## src/rtl/vga_timing_gen_if.sv

```systemverilog
// ---------------------------------------------------------------------------
// vga_timing_gen_if
//   Bundle of raster timing outputs from vga_timing_gen to the video path.
//   master : driven by the timing generator
//   slave  : consumed by colour / board-rendering / game logic
//   Signals:
//     pix_ce     - one-clk strobe at each pixel boundary
//     column     - visible x coordinate (0 outside visible area)
//     row        - visible y coordinate (0 outside visible area)
//     blank_n    - high only inside the visible area
//     hsync_n    - active-low horizontal sync
//     vsync_n    - active-low vertical sync
//     frame_tick - one-clk pulse on the first pixel after the visible area
// ---------------------------------------------------------------------------
interface vga_timing_gen_if;
    logic       pix_ce;
    logic [9:0] column;
    logic [8:0] row;
    logic       blank_n;
    logic       hsync_n;
    logic       vsync_n;
    logic       frame_tick;

    modport master (
        output pix_ce,
        output column,
        output row,
        output blank_n,
        output hsync_n,
        output vsync_n,
        output frame_tick
    );

    modport slave (
        input pix_ce,
        input column,
        input row,
        input blank_n,
        input hsync_n,
        input vsync_n,
        input frame_tick
    );
endinterface

```

## src/rtl/vga_timing_gen.sv

```systemverilog
// ---------------------------------------------------------------------------
// vga_timing_gen
//   Raster timing source: divides clk down to the pixel rate, runs the
//   horizontal/vertical counters and produces sync, blanking, visible-area
//   coordinates, a pixel strobe and a once-per-frame tick.
//
//   Ports:
//     clk - system clock
//     rst - synchronous, active-high reset
//     vga - vga_timing_gen_if.master (pix_ce, column, row, blank_n,
//           hsync_n, vsync_n, frame_tick)
//
//   Optional feature macro: VGA_SYNC_DELAY_EN
//     When defined, hsync_n / vsync_n / blank_n are delayed by two pixels
//     through a pix_ce-enabled shift register to line up with a registered
//     colour stage plus the DAC input register. row, column and frame_tick
//     are never delayed.
// ---------------------------------------------------------------------------
module vga_timing_gen #(
    parameter int CLK_DIV = 2,
    parameter int H_VIS   = 640,
    parameter int H_FP    = 16,
    parameter int H_SYNC  = 96,
    parameter int H_BP    = 48,
    parameter int V_VIS   = 480,
    parameter int V_FP    = 10,
    parameter int V_SYNC  = 2,
    parameter int V_BP    = 33
) (
    input  logic             clk,
    input  logic             rst,
    vga_timing_gen_if.master vga
);

    localparam int H_TOT = H_VIS + H_FP + H_SYNC + H_BP;
    localparam int V_TOT = V_VIS + V_FP + V_SYNC + V_BP;

    localparam logic [3:0] DIV_LAST   = 4'(CLK_DIV - 1);
    localparam logic [9:0] H_LAST     = 10'(H_TOT - 1);
    localparam logic [9:0] V_LAST     = 10'(V_TOT - 1);
    localparam logic [9:0] H_VIS_C    = 10'(H_VIS);
    localparam logic [9:0] V_VIS_C    = 10'(V_VIS);
    localparam logic [9:0] H_SYNC_BEG = 10'(H_VIS + H_FP);
    localparam logic [9:0] H_SYNC_END = 10'(H_VIS + H_FP + H_SYNC);
    localparam logic [9:0] V_SYNC_BEG = 10'(V_VIS + V_FP);
    localparam logic [9:0] V_SYNC_END = 10'(V_VIS + V_FP + V_SYNC);

    logic [3:0] r_div_cnt;
    logic [9:0] r_h_cnt;
    logic [9:0] r_v_cnt;
    logic       r_started;
    logic       r_pix_ce;
    logic [9:0] r_column;
    logic [8:0] r_row;
    logic       r_blank_n;
    logic       r_hsync_n;
    logic       r_vsync_n;
    logic       r_frame_tick;

    logic [3:0] w_div_nxt;
    logic       w_pix_strobe;
    logic       w_advance;
    logic       w_line_end;
    logic [9:0] w_h_nxt;
    logic [9:0] w_v_nxt;
    logic       w_h_vis;
    logic       w_v_vis;

    // The strobe fires on the edge at which div_cnt enters CLK_DIV-1, so
    // pix_ce, the counters and every decoded output change on that same
    // edge. The very first strobe after reset only presents pixel (0,0);
    // the counters start advancing from the second strobe on.
    always_comb begin
        w_div_nxt    = (r_div_cnt == DIV_LAST) ? 4'd0 : r_div_cnt + 4'd1;
        w_pix_strobe = (w_div_nxt == DIV_LAST);
        w_advance    = w_pix_strobe && r_started;
        w_line_end   = (r_h_cnt == H_LAST);
        w_h_nxt      = r_h_cnt;
        w_v_nxt      = r_v_cnt;
        if (w_advance) begin
            if (w_line_end) begin
                w_h_nxt = 10'd0;
                w_v_nxt = (r_v_cnt == V_LAST) ? 10'd0 : r_v_cnt + 10'd1;
            end else begin
                w_h_nxt = r_h_cnt + 10'd1;
            end
        end
        w_h_vis = (w_h_nxt < H_VIS_C);
        w_v_vis = (w_v_nxt < V_VIS_C);
    end

    always_ff @(posedge clk) begin
        if (rst) begin
            r_div_cnt    <= 4'd0;
            r_h_cnt      <= 10'd0;
            r_v_cnt      <= 10'd0;
            r_started    <= 1'b0;
            r_pix_ce     <= 1'b0;
            r_column     <= 10'd0;
            r_row        <= 9'd0;
            r_blank_n    <= 1'b0;
            r_hsync_n    <= 1'b1;
            r_vsync_n    <= 1'b1;
            r_frame_tick <= 1'b0;
        end else begin
            r_div_cnt    <= w_div_nxt;
            r_pix_ce     <= w_pix_strobe;
            r_frame_tick <= w_advance && (w_h_nxt == 10'd0) && (w_v_nxt == V_VIS_C);
            if (w_pix_strobe) begin
                r_started <= 1'b1;
                r_h_cnt   <= w_h_nxt;
                r_v_cnt   <= w_v_nxt;
                r_column  <= w_h_vis ? w_h_nxt : 10'd0;
                // v_cnt is wider than row, so clamp rather than truncate
                r_row     <= w_v_vis ? w_v_nxt[8:0] : 9'd0;
                r_blank_n <= w_h_vis && w_v_vis;
                r_hsync_n <= !((w_h_nxt >= H_SYNC_BEG) && (w_h_nxt < H_SYNC_END));
                r_vsync_n <= !((w_v_nxt >= V_SYNC_BEG) && (w_v_nxt < V_SYNC_END));
            end
        end
    end

    assign vga.pix_ce     = r_pix_ce;
    assign vga.column     = r_column;
    assign vga.row        = r_row;
    assign vga.frame_tick = r_frame_tick;

`ifdef VGA_SYNC_DELAY_EN
    // Stage [0] holds the previous pixel, stage [1] the one before that.
    logic [1:0] r_hs_dly;
    logic [1:0] r_vs_dly;
    logic [1:0] r_bl_dly;

    always_ff @(posedge clk) begin
        if (rst) begin
            r_hs_dly <= 2'b11;
            r_vs_dly <= 2'b11;
            r_bl_dly <= 2'b00;
        end else if (w_pix_strobe) begin
            r_hs_dly <= {r_hs_dly[0], r_hsync_n};
            r_vs_dly <= {r_vs_dly[0], r_vsync_n};
            r_bl_dly <= {r_bl_dly[0], r_blank_n};
        end
    end

    assign vga.hsync_n = r_hs_dly[1];
    assign vga.vsync_n = r_vs_dly[1];
    assign vga.blank_n = r_bl_dly[1];
`else
    assign vga.hsync_n = r_hsync_n;
    assign vga.vsync_n = r_vsync_n;
    assign vga.blank_n = r_blank_n;
`endif

endmodule

```

## src/flat_wrapper.sv

```systemverilog
// flat-port wrapper written by rule: the top's interface ports become plain ports
module vga_timing_gen_flat 
#(
    parameter int CLK_DIV = 2,
    parameter int H_VIS   = 640,
    parameter int H_FP    = 16,
    parameter int H_SYNC  = 96,
    parameter int H_BP    = 48,
    parameter int V_VIS   = 480,
    parameter int V_FP    = 10,
    parameter int V_SYNC  = 2,
    parameter int V_BP    = 33
)
  (clk, rst, vga_pix_ce, vga_column, vga_row, vga_blank_n, vga_hsync_n, vga_vsync_n, vga_frame_tick);
  vga_timing_gen_if vga_i ();
  input  logic clk;
  input  logic rst;
  output wire logic [$bits(vga_i.pix_ce)-1:0] vga_pix_ce;
  output wire logic [$bits(vga_i.column)-1:0] vga_column;
  output wire logic [$bits(vga_i.row)-1:0] vga_row;
  output wire logic [$bits(vga_i.blank_n)-1:0] vga_blank_n;
  output wire logic [$bits(vga_i.hsync_n)-1:0] vga_hsync_n;
  output wire logic [$bits(vga_i.vsync_n)-1:0] vga_vsync_n;
  output wire logic [$bits(vga_i.frame_tick)-1:0] vga_frame_tick;
  assign vga_pix_ce = vga_i.pix_ce;
  assign vga_column = vga_i.column;
  assign vga_row = vga_i.row;
  assign vga_blank_n = vga_i.blank_n;
  assign vga_hsync_n = vga_i.hsync_n;
  assign vga_vsync_n = vga_i.vsync_n;
  assign vga_frame_tick = vga_i.frame_tick;
  vga_timing_gen #(.CLK_DIV(CLK_DIV), .H_VIS(H_VIS), .H_FP(H_FP), .H_SYNC(H_SYNC), .H_BP(H_BP), .V_VIS(V_VIS), .V_FP(V_FP), .V_SYNC(V_SYNC), .V_BP(V_BP)) u_core (.clk(clk), .rst(rst), .vga(vga_i));
endmodule
```

## config.mk

```make
export PLATFORM = sky130hd
export DESIGN_NAME = vga_timing_gen_flat
export DESIGN_NICKNAME = d
export VERILOG_FILES = /design/src/rtl/vga_timing_gen_if.sv /design/src/rtl/vga_timing_gen.sv /design/src/flat_wrapper.sv
export SDC_FILE = /design/constraint.sdc
export NUM_CORES = 1
export LEC_CHECK = 0
export ABC_AREA = 1
export BUFFER_PORTS_ARGS = -buffer_cell sky130_fd_sc_hd__buf_2
export CAP_MARGIN = 20
export CORE_ASPECT_RATIO = 1.2
export CORE_UTILIZATION = 60
export CTS_CLUSTER_SIZE = 30
export DETAILED_ROUTE_END_ITERATION = 12
export PLACE_DENSITY = 0.77
export RECOVER_POWER = 100
export SYNTH_ARGS = -nofsm -noshare
export SYNTH_HDL_FRONTEND = slang
export SYNTH_SLANG_ARGS = --single-unit
```

## constraint.sdc

```tcl
create_clock -name clk -period 4.9 [get_ports clk]
set_clock_uncertainty 0.2 [all_clocks]
set_input_delay 1.47 -clock clk [delete_from_list [all_inputs] [get_ports clk]]
set_output_delay 1.47 -clock clk [all_outputs]
set_load 0.02 [all_outputs]
```

==> results of run 1 <==
==> per-stage QoR <==
stage	setup slack, ns	hold WS, ns	area, um^2	utilization, %	total power (uW)
6_report	1.47	0.269	2790	69.2	697
5_1_grt	1.22	0.285	2790	69.2	719
4_1_cts	2.16	0.267	2830	70.0	700
3_5_place_dp	2.01	0.253	2740	67.9	464
3_3_place_gp	2.04	0.245	2740	67.9	463
2_1_floorplan	2.27	0.222	2610	-	455
==> sequential cells by signal, indices dropped and copies added (netlist names) <==
register,cells
u_core.vga.vsync_n,1
u_core.r_v_cnt,10
u_core.r_started,1
u_core.vga.pix_ce,1
u_core.r_h_cnt,10
u_core.r_div_cnt,4
u_core.vga.row,9
u_core.vga.hsync_n,1
u_core.vga.frame_tick,1
u_core.vga.blank_n,1
u_core.vga.column,10
==> worst max-delay path, stage by stage <==
cell      delay (ns)
clkbuf_1        1.29
inv_1           0.38
nand3_1         0.21
nand2_1         0.07
==> report_power, final <==
part | switching (uW) | internal, uW | total (uW)
Clock | 141 | 102 | 243
Combinational | 35.4 | 10.7 | 46.1
Sequential | 3.97 | 403 | 407
Total | 180 | 516 | 697
==> cell families after synthesis <==
| family | Yosys count | synth area share (%) |
|---|---|---|
| flip-flops | 49 | 37.6 |
| buffers and inverters | 58 | 9.07 |
| adder cells (fa/ha/maj) | 3 | 1.44 |
| AO/OA/AOI/OAI | 36 | 7.30 |
| AND/OR/NAND/NOR | 249 | 44.6 |
==> synthesized netlist by cell type, drive strengths merged <==
library cell and number:
o21bai 1, nor2 72, inv 46, o21ai 9
dfxtp 49, ha 3, nand2 104, a21oi 25
buf 3, a2111oi 1, nand4 13, clkinv 1
nor3 4, nand3 53, or2 1, clkbuf 8
nand3b 2
==> layer usage <==
| metal | vias up | GRT usage [%] | wire length [um] |
|---|---|---|---|
| met5 | - | 0 | 0 |
| met4 | 0 | 16.8 | 242 |
| met3 | 20 | 4.91 | 209 |
| met2 | 63 | 55.6 | 3180 |
| met1 | 1147 | 30.0 | 2530 |
| li1 | 1307 | - | - |
==> how the worst max path moves through the flow <==
stage | from | end | slack [ns] | cells after the start
detailed placement | rst | u_core.vga.column[4] | 2.01 | 4
global route | rst | u_core.vga.row[8] | 1.22 | 4
finish | rst | u_core.vga.column[4] | 1.47 | 4
global placement | rst | u_core.vga.row[8] | 2.04 | 4
floorplan | rst | u_core.r_h_cnt[6] | 2.27 | 4
CTS | u_core.r_div_cnt[1] | u_core.vga.vsync_n | 2.16 | 11
==> final cells by class <==
| type | count | area (um^2) |
|---|---|---|
| clock buffer | 6 | 72.6 |
| inverter | 47 | 176 |
| sequential | 49 | 981 |
| fill | 406 | 1240 |
| clock inverter | 2 | 13.8 |
| timing repair buffer | 25 | 93.8 |
| multi-input combinational | 288 | 1390 |
| tap | 54 | 67.6 |
==> results by group, run 1 <==
Status
  • Run status: finished, violations left
  • Failing checks: max-capacitance violations, max-slew violations

Power and ir drop
  • Static leakage: 0.00117 uW
  • PD cells: 249 nW/um^2
  • Worst VDD drop: 0.192 mV

GRT
  • GR Overflow Total: 0
  • Initial antenna violation count: 0
  • First-pass GRT wire length: 10.4 mm
  • Largest net degree at the start of global routing: 44
  • Vias in the first global route: 2362
  • Total GRT Usage: 28.9%

Timing
  • Fmax: 292 MHz
  • Crit path time final: 3.43 ns
  • Final hold violation count: 0
  • Worst slew margin: -21.9%
  • Worst Max-Slew Pin Slew: 1.83 ns
  • Final Max Slew Viols: 44
  • Final period utilization: 70.0%
  • RSZ-0062 raised after global routing: no
  • Setup violators final: 0
  • Setup TNS: 0 ns

Synthesis
  • Post-synth cell types: 28
  • Synth Net Count: 400
  • Cell count after synthesis: 395
  • Synth warn: 0
  • Top cells by area in the synthesized netlist: dfxtp_1, nand2_1, nand3_1
  • Cell taking the most area after synthesis: dfxtp_1
  • Synth Area per Inst: 6.60 um^2
  • Synthesized flop and latch total: 49
  • Sequential area share after synthesis: 37.6%
  • Top-area cell type share of the netlist area: 37.6%
  • Mapped Area: 2610 um^2

Place
  • I/O Buffers: 25
  • Placed cells: 463
  • GP Congestion: 0.975
  • DP Wirelength: 4.56 mm

Clocking
  • Depth of the CTS H-tree: 2
  • Clock Sinks: 49
  • Postcts setup bufs: 0
  • Post_cts resized: 0
  • CTS tree: yes
  • CTS buffer count: 5
  • Root buf cell: clkbuf_8
  • Cts hold-fix bufs: 0
  • Clock Latency Late Sink: 0.31 ns
  • Clk slew on worst S/H paths: 0.09 ns
  • Maximum clock insertion buffer count: 2

Die
  • Core area: 4040 um^2
  • Die area: 4610 um^2
  • Die Ht: 74.2 um
  • Die width: 62.2 um
  • Site row count: 25
  • IO Pins: 26
  • Starting Density: 64.6%

Finish
  • Commonest non-fill, non-tap cell in the layout: nand2_1
  • Most frequent cells in the layout: nand2_1, nor2_1, nand3_1, dfxtp_1, inv_1
  • P&R area growth vs syn: 7.20%
  • Non-Filler Instances: 471
  • Share of post-route cells with drive strength above 1: 6.47%
  • N_diodes: 0
  • Nets: 421

Route
  • First DRT Iteration DRCs: 173
  • Final ANT Viol Nets: 0
  • Routed WL: 6.17 mm
  • Avg WL per Cell: 13.1 um
  • Vias per cell: 5.39
  • DRC: 0
  • Drt pass-1 iters: 4
  • Via count: 2537

Setup path
  • Worst Path Required: 4.91 ns
  • Worst R2R Path Depth: 11
  • Crit path DAT: 3.44 ns
  • Kind of critical path: in2reg
  • RR Startpoint: u_core.r_div_cnt[1]
  • Reg2Reg Setup Slack: 2.17 ns
  • Worst-path fanout max: 43
  • RR Endpoint: u_core.vga.vsync_n
  • Critical Path Start Type: primary input
  • CP Capture Type: flop

Worst hold path
  • Worst hold start: u_core.vga.column[8]
  • Hold Crit Depth: 2
  • WHS Endpoint: u_core.vga.column[8]
  • HP Class: reg2reg

Job
  • Max cap viols: 1
No activity file was read; power rests on OpenSTA's default activity.
==> inputs of run 2 (changes only) <==
--- a/config.mk
+++ b/config.mk
@@ -9,10 +9,10 @@
 export BUFFER_PORTS_ARGS = -buffer_cell sky130_fd_sc_hd__buf_2
 export CAP_MARGIN = 20
 export CORE_ASPECT_RATIO = 1.2
-export CORE_UTILIZATION = 60
+export CORE_UTILIZATION = 58
 export CTS_CLUSTER_SIZE = 30
 export DETAILED_ROUTE_END_ITERATION = 12
-export PLACE_DENSITY = 0.77
+export PLACE_DENSITY = 0.75
 export RECOVER_POWER = 100
 export SYNTH_ARGS = -nofsm -noshare
 export SYNTH_HDL_FRONTEND = slang
==> constraint.sdc (replaced) <==
create_clock -name clk -period 3.3 [get_ports clk]
set_clock_uncertainty 0.2 [all_clocks]
set_input_delay 0.99 -clock clk [delete_from_list [all_inputs] [get_ports clk]]
set_output_delay 0.99 -clock clk [all_outputs]
set_load 0.02 [all_outputs]
==> results by group, run 2 (synthesized netlist as in run 1, its figures left out) <==
Die
  • Die width: 63.2 um
  • Core area: 4290 um^2
  • Die area: 4770 um^2
  • Starting Density: 60.7%
  • Die Ht: 75.4 um
  • Site row count: 26
  • IO Pins: 26

Power and ir drop
  • PD cells: 395 nW/um^2
  • Comb power frac: 6.3%
  • Worst VDD drop: 0.290 mV
  • Internal power: 843 uW
  • Clk pwr share: 38.9%
  • Static leakage: 0.00117 uW
  • Switching Share: 23.7%
  • Flop pwr share: 54.8%
  • Switching pwr: 261 uW

Place
  • DP Wirelength: 4.50 mm
  • I/O Buffers: 25
  • GP Congestion: 0.883

Timing
  • RSZ-0062 raised after global routing: no
  • Final period utilization: 84.4%
  • Fmax: 359 MHz
  • Worst Max-Slew Pin Slew: 0.766 ns
  • Setup TNS: 0 ns
  • Final hold violation count: 0
  • Hold slack final: 0.253 ns
  • Final Max Slew Viols: 0
  • Worst slew margin: 48.9%
  • Crit path time final: 2.79 ns
  • Setup violators final: 0

Clocking
  • CTS buffer count: 5
  • Maximum clock insertion buffer count: 2
  • Post_cts resized: 0
  • Clk slew on worst S/H paths: 0.09 ns
  • Postcts setup bufs: 0
  • Cts hold-fix bufs: 0
  • Clock Sinks: 49
  • Root buf cell: clkbuf_8
  • Depth of the CTS H-tree: 2
  • Clock Latency Late Sink: 0.30 ns
  • CTS tree: yes

GRT
  • Initial antenna violation count: 0
  • First-pass GRT wire length: 10.1 mm
  • Total GRT Usage: 27.1%
  • GR Overflow Total: 0
  • Vias in the first global route: 2282
  • Largest net degree at the start of global routing: 44

Route
  • Routed WL: 6.17 mm
  • DRC: 0
  • Drt pass-1 iters: 5
  • Vias per cell: 5.34
  • Avg WL per Cell: 13.1 um
  • First DRT Iteration DRCs: 176
  • Final ANT Viol Nets: 0
  • Via count: 2525

Setup path
  • CP Capture Type: flop
  • Kind of critical path: reg2reg
  • Crit path DAT: 2.79 ns
  • CP Cell Sequence: nor2_1 > nand3_4 > nor2_8 > nand2_1 > or2_4 > nand3_2 > nand2_1 > nor2_2 > nand3_1 > nand2_1 > nand2_1
  • CP Buf/Inv Count: 0
  • Critical Path Start Type: flop
  • Worst-path fanout max: 35
  • Reg2Reg Setup Slack: 0.51 ns
  • Critical Path Most Common Cell: nand2_1
  • Critical path's largest stage delay: 0.43 ns
  • Worst Path Required: 3.30 ns
  • Slowest stage cell, crit path: nand3_4
  • CP top delay family: simple AND/OR/NAND/NOR gates

Finish
  • Nets: 421
  • Fill cell count: 444
  • Commonest non-fill, non-tap cell in the layout: nand2_1
  • Multi-input gate area: 1360 um^2
  • Share of post-route cells with drive strength above 1: 5.28%
  • P&R area growth vs syn: 7.20%
  • Most frequent cells in the layout: nand2_1, nor2_1, nand3_1, dfxtp_1, inv_1
  • Register area: 981 um^2
  • N_diodes: 0

Job
  • Max cap viols: 0

Worst hold path
  • HP Class: reg2reg

Status
  • Run status: finished clean
## run 2: final timing paths
kind,from,to,cells past startpoint
min,u_core.r_div_cnt[3],u_core.r_div_cnt[3],1
min reg2reg,u_core.r_div_cnt[3],u_core.r_div_cnt[3],1
max reg2reg,u_core.r_div_cnt[1],u_core.vga.vsync_n,11
max,u_core.r_div_cnt[1],u_core.vga.vsync_n,11
## run 2: per-layer routing
| metal | wire, um | up-vias | track usage (%) |
|---|---|---|---|
| met2 | 3090 | 63 | 49.3 |
| met4 | 183 | 0 | 12.4 |
| met3 | 233 | 15 | 4.34 |
| li1 | - | 1307 | - |
| met1 | 2670 | 1140 | 31.6 |
| met5 | 0 | - | 0 |
## run 2: metrics by stage
stage	std cells	total power [uW]	area (um^2)	setup slack [ns]	utilization, %
after floorplan	395	676	2610	1.15	-
after global placement	465	688	2740	0.846	63.8
after detailed placement	465	689	2740	0.778	63.8
after CTS	473	1110	2850	0.752	66.4
after global routing	473	1140	2790	0.277	65.1
final	473	1100	2790	0.514	65.1
## run 2: worst register-to-register path, cell delays in order (launching register included)
cell and delay [ns]:
dfxtp_1 0.33, nor2_1 0.34, nand3_4 0.43, nor2_8 0.36, nand2_1 0.14, or2_4 0.26, nand3_2 0.21, nand2_1 0.11
nor2_2 0.11, nand3_1 0.08, nand2_1 0.06, nand2_1 0.06
## run 2: final cells by class
class	count	share of cell area [%]
Multi-Input combinational cell	288	48.7
Clock inverter	2	1.39
Tap cell	56	2.51
Timing Repair Buffer	25	3.40
Clock buffer	6	2.60
Inverter	47	6.31
Sequential cell	49	35.1
## run 2: power by group through the flow
stage | Combinational [uW] | Sequential [uW] | Clock [uW]
2_1_floorplan | 52.0 | 624 | 0
3_3_place_gp | 69.7 | 619 | 0
3_5_place_dp | 70.5 | 619 | 0
4_1_cts | 71.0 | 605 | 434
5_1_grt | 76.4 | 607 | 457
6_report | 69.7 | 605 | 429
==> inputs of run 3 (changes only) <==
--- a/config.mk
+++ b/config.mk
@@ -5,14 +5,14 @@
 export SDC_FILE = /design/constraint.sdc
 export NUM_CORES = 1
 export LEC_CHECK = 0
-export ABC_AREA = 1
+export ABC_AREA = 0
 export BUFFER_PORTS_ARGS = -buffer_cell sky130_fd_sc_hd__buf_2
 export CAP_MARGIN = 20
 export CORE_ASPECT_RATIO = 1.2
-export CORE_UTILIZATION = 58
+export CORE_UTILIZATION = 57
 export CTS_CLUSTER_SIZE = 30
 export DETAILED_ROUTE_END_ITERATION = 12
-export PLACE_DENSITY = 0.75
+export PLACE_DENSITY = 0.74
 export RECOVER_POWER = 100
 export SYNTH_ARGS = -nofsm -noshare
 export SYNTH_HDL_FRONTEND = slang
==> constraint.sdc (replaced) <==
create_clock -name clk -period 2.7 [get_ports clk]
set_clock_uncertainty 0.2 [all_clocks]
set_input_delay 0.81 -clock clk [delete_from_list [all_inputs] [get_ports clk]]
set_output_delay 0.81 -clock clk [all_outputs]
set_load 0.02 [all_outputs]
==> results by group, run 3 <==
Route
  • First DRT Iteration DRCs: 144
  • Via count: 2367
  • DRC: 0
  • Avg WL per Cell: 15.4 um
  • Final ANT Viol Nets: 0
  • Drt pass-1 iters: 4
  • Vias per cell: 5.92
  • Routed WL: 6.16 mm

Timing
  • Crit path time final: 2.61 ns
  • Final hold violation count: 0
  • Worst slew margin: 51.9%
  • Final period utilization: 96.8%
  • Fmax: 383 MHz
  • Setup violators final: 0
  • Worst Max-Slew Pin Slew: 0.721 ns
  • Worst setup margin: 0.0866 ns
  • Final Max Slew Viols: 0
  • Hold slack final: 0.251 ns

Finish
  • Commonest non-fill, non-tap cell in the layout: dfxtp_1
  • Nets: 350
  • P&R area growth vs syn: 19.5%
  • Final Util: 70.9%
  • Fin area: 2800 um^2
  • Most frequent cells in the layout: dfxtp_1, nor2_1, clkbuf_1, nand2_1, buf_4
  • N_diodes: 0
  • Share of post-route cells with drive strength above 1: 13.3%

Setup path
  • Worst Path Required: 2.74 ns
  • Crit path DAT: 2.66 ns
  • Critical Path Start Type: flop
  • CP Capture Type: flop
  • Kind of critical path: reg2reg
  • Worst-path fanout max: 7

Synthesis
  • Synthesized flop and latch total: 49
  • Post-synth EDFFs: 0
  • Top cells by area in the synthesized netlist: dfxtp_1, nor2_1, nand2_1
  • Synth Area per Inst: 8.09 um^2
  • Cell count after synthesis: 289
  • Cell taking the most area after synthesis: dfxtp_1
  • Mapped Area: 2340 um^2
  • Sequential area share after synthesis: 41.9%
  • Top-area cell type share of the netlist area: 41.9%
  • Synth Net Count: 294
  • Async set or reset register ratio after synthesis: 0%
  • Top FF cell, synth: dfxtp_1
  • Most frequent cells after synthesis: dfxtp_1, nor2_1, nand2_1
  • Post-synth cell types: 49
  • Synth warn: 0
  • Count leader, synth: dfxtp_1

Die
  • Die Ht: 72.2 um
  • Die width: 60.5 um
  • Starting Density: 59.3%
  • Site row count: 25
  • IO Pins: 26
  • Core area: 3940 um^2
  • Die area: 4360 um^2

Power and ir drop
  • Internal power: 948 uW
  • Worst VDD drop: 0.420 mV
  • Clk pwr share: 33.2%
  • Static leakage: 0.000984 uW
  • Comb power frac: 7.6%
  • Flop pwr share: 59.2%
  • Switching pwr: 294 uW
  • Tot Pwr: 1240 uW
  • PD cells: 444 nW/um^2
  • Switching Share: 23.7%

Status
  • Run status: finished clean

Clocking
  • Clk slew on worst S/H paths: 0.09 ns
  • Clock Sinks: 49
  • CTS tree: yes
  • Clock Latency Late Sink: 0.30 ns
  • Root buf cell: clkbuf_8
  • CTS buffer count: 5
  • Maximum clock insertion buffer count: 2
  • Depth of the CTS H-tree: 2
  • Postcts setup bufs: 0

GRT
  • First-pass GRT wire length: 9.76 mm
  • Total GRT Usage: 29.9%
  • M1 GR Usage: 35.0%
  • GRT busiest layer: met2
  • GR Layer Usage met2: 51.5%
  • Largest net degree at the start of global routing: 18
  • Met3 Usage GRT: 6.24%
  • Vias in the first global route: 2146
  • GR Overflow Total: 0
  • Initial antenna violation count: 0

Place
  • GP Congestion: 0.900
  • Dpl ws: -0.103 ns
  • Placed Area: 2760 um^2
  • DP Wirelength: 4.52 mm
  • I/O Buffers: 25

Job
  • Max cap viols: 0

Worst hold path
  • HP Class: reg2reg
-- run 3: cell type report --
class | instances | area (um^2)
multi-input combinational | 220 | 1290
fill | 383 | 1150
sequential | 49 | 981
timing repair buffer | 61 | 342
clock buffer | 8 | 80.1
tap | 54 | 67.6
inverter | 8 | 30.0
-- run 3: repair_timing --
item / CTS / global route
gates resized for setup: 2 / 3
hold buffers: 0 / 0
hold endpoints to repair: 0 / 0
setup endpoints to repair: 8 / 3
-- run 3: cell families (layout without fill, tap and decap cells) --
logic type / Yosys count / in the layout / synth area share [%]
buf+inv: 20 / 77 / 3.26
compound gates: 63 / 63 / 16.5
fa+ha+maj: 3 / 3 / 1.61
xor+xnor: 15 / 15 / 5.62
flops: 49 / 49 / 41.9
mux: 3 / 3 / 1.39
simple gates: 136 / 136 / 29.6
-- run 3: power groups by stage --
stage          clock (uW)  sequential (uW)  combinational, uW
5_1_grt               446              736                102
4_1_cts               420              735               95.8
3_3_place_gp            0              751               92.8
6_report              412              735               94.5
3_5_place_dp            0              752               94.3
2_1_floorplan           0              760               42.7
-- run 3: worst max-delay path, stage by stage (launching register included) --
cell and delay, ns:
dfxtp_1 0.32, or4_4 0.59, or4_4 0.56, or4_1 0.51
a21oi_2 0.17, nand3_1 0.09, o21ai_1 0.11
-- run 3: final timing paths --
kind | from | end | slack [ns] | cells after the start
max | u_core.r_div_cnt[0] | u_core.vga.row[8] | 0.09 | 6
min | u_core.vga.row[8] | u_core.vga.row[8] | 0.25 | 2
max reg2reg | u_core.r_div_cnt[0] | u_core.vga.row[8] | 0.09 | 6
min reg2reg | u_core.vga.row[8] | u_core.vga.row[8] | 0.25 | 2
-- run 3: per-layer routing --
layer / up-vias / part of all wire [%]
met2: 94 / 51
met3: 20 / 5.1
met4: 0 / 2.8
li1: 1148 / -
met1: 1105 / 41
met5: - / 0
-- run 3: through the flow --
stage	std cells	TNS, ns
6_report	400	0
5_1_grt	400	-0.0174
3_5_place_dp	392	-0.628
4_1_cts	400	0
2_1_floorplan	289	0
3_3_place_gp	392	0
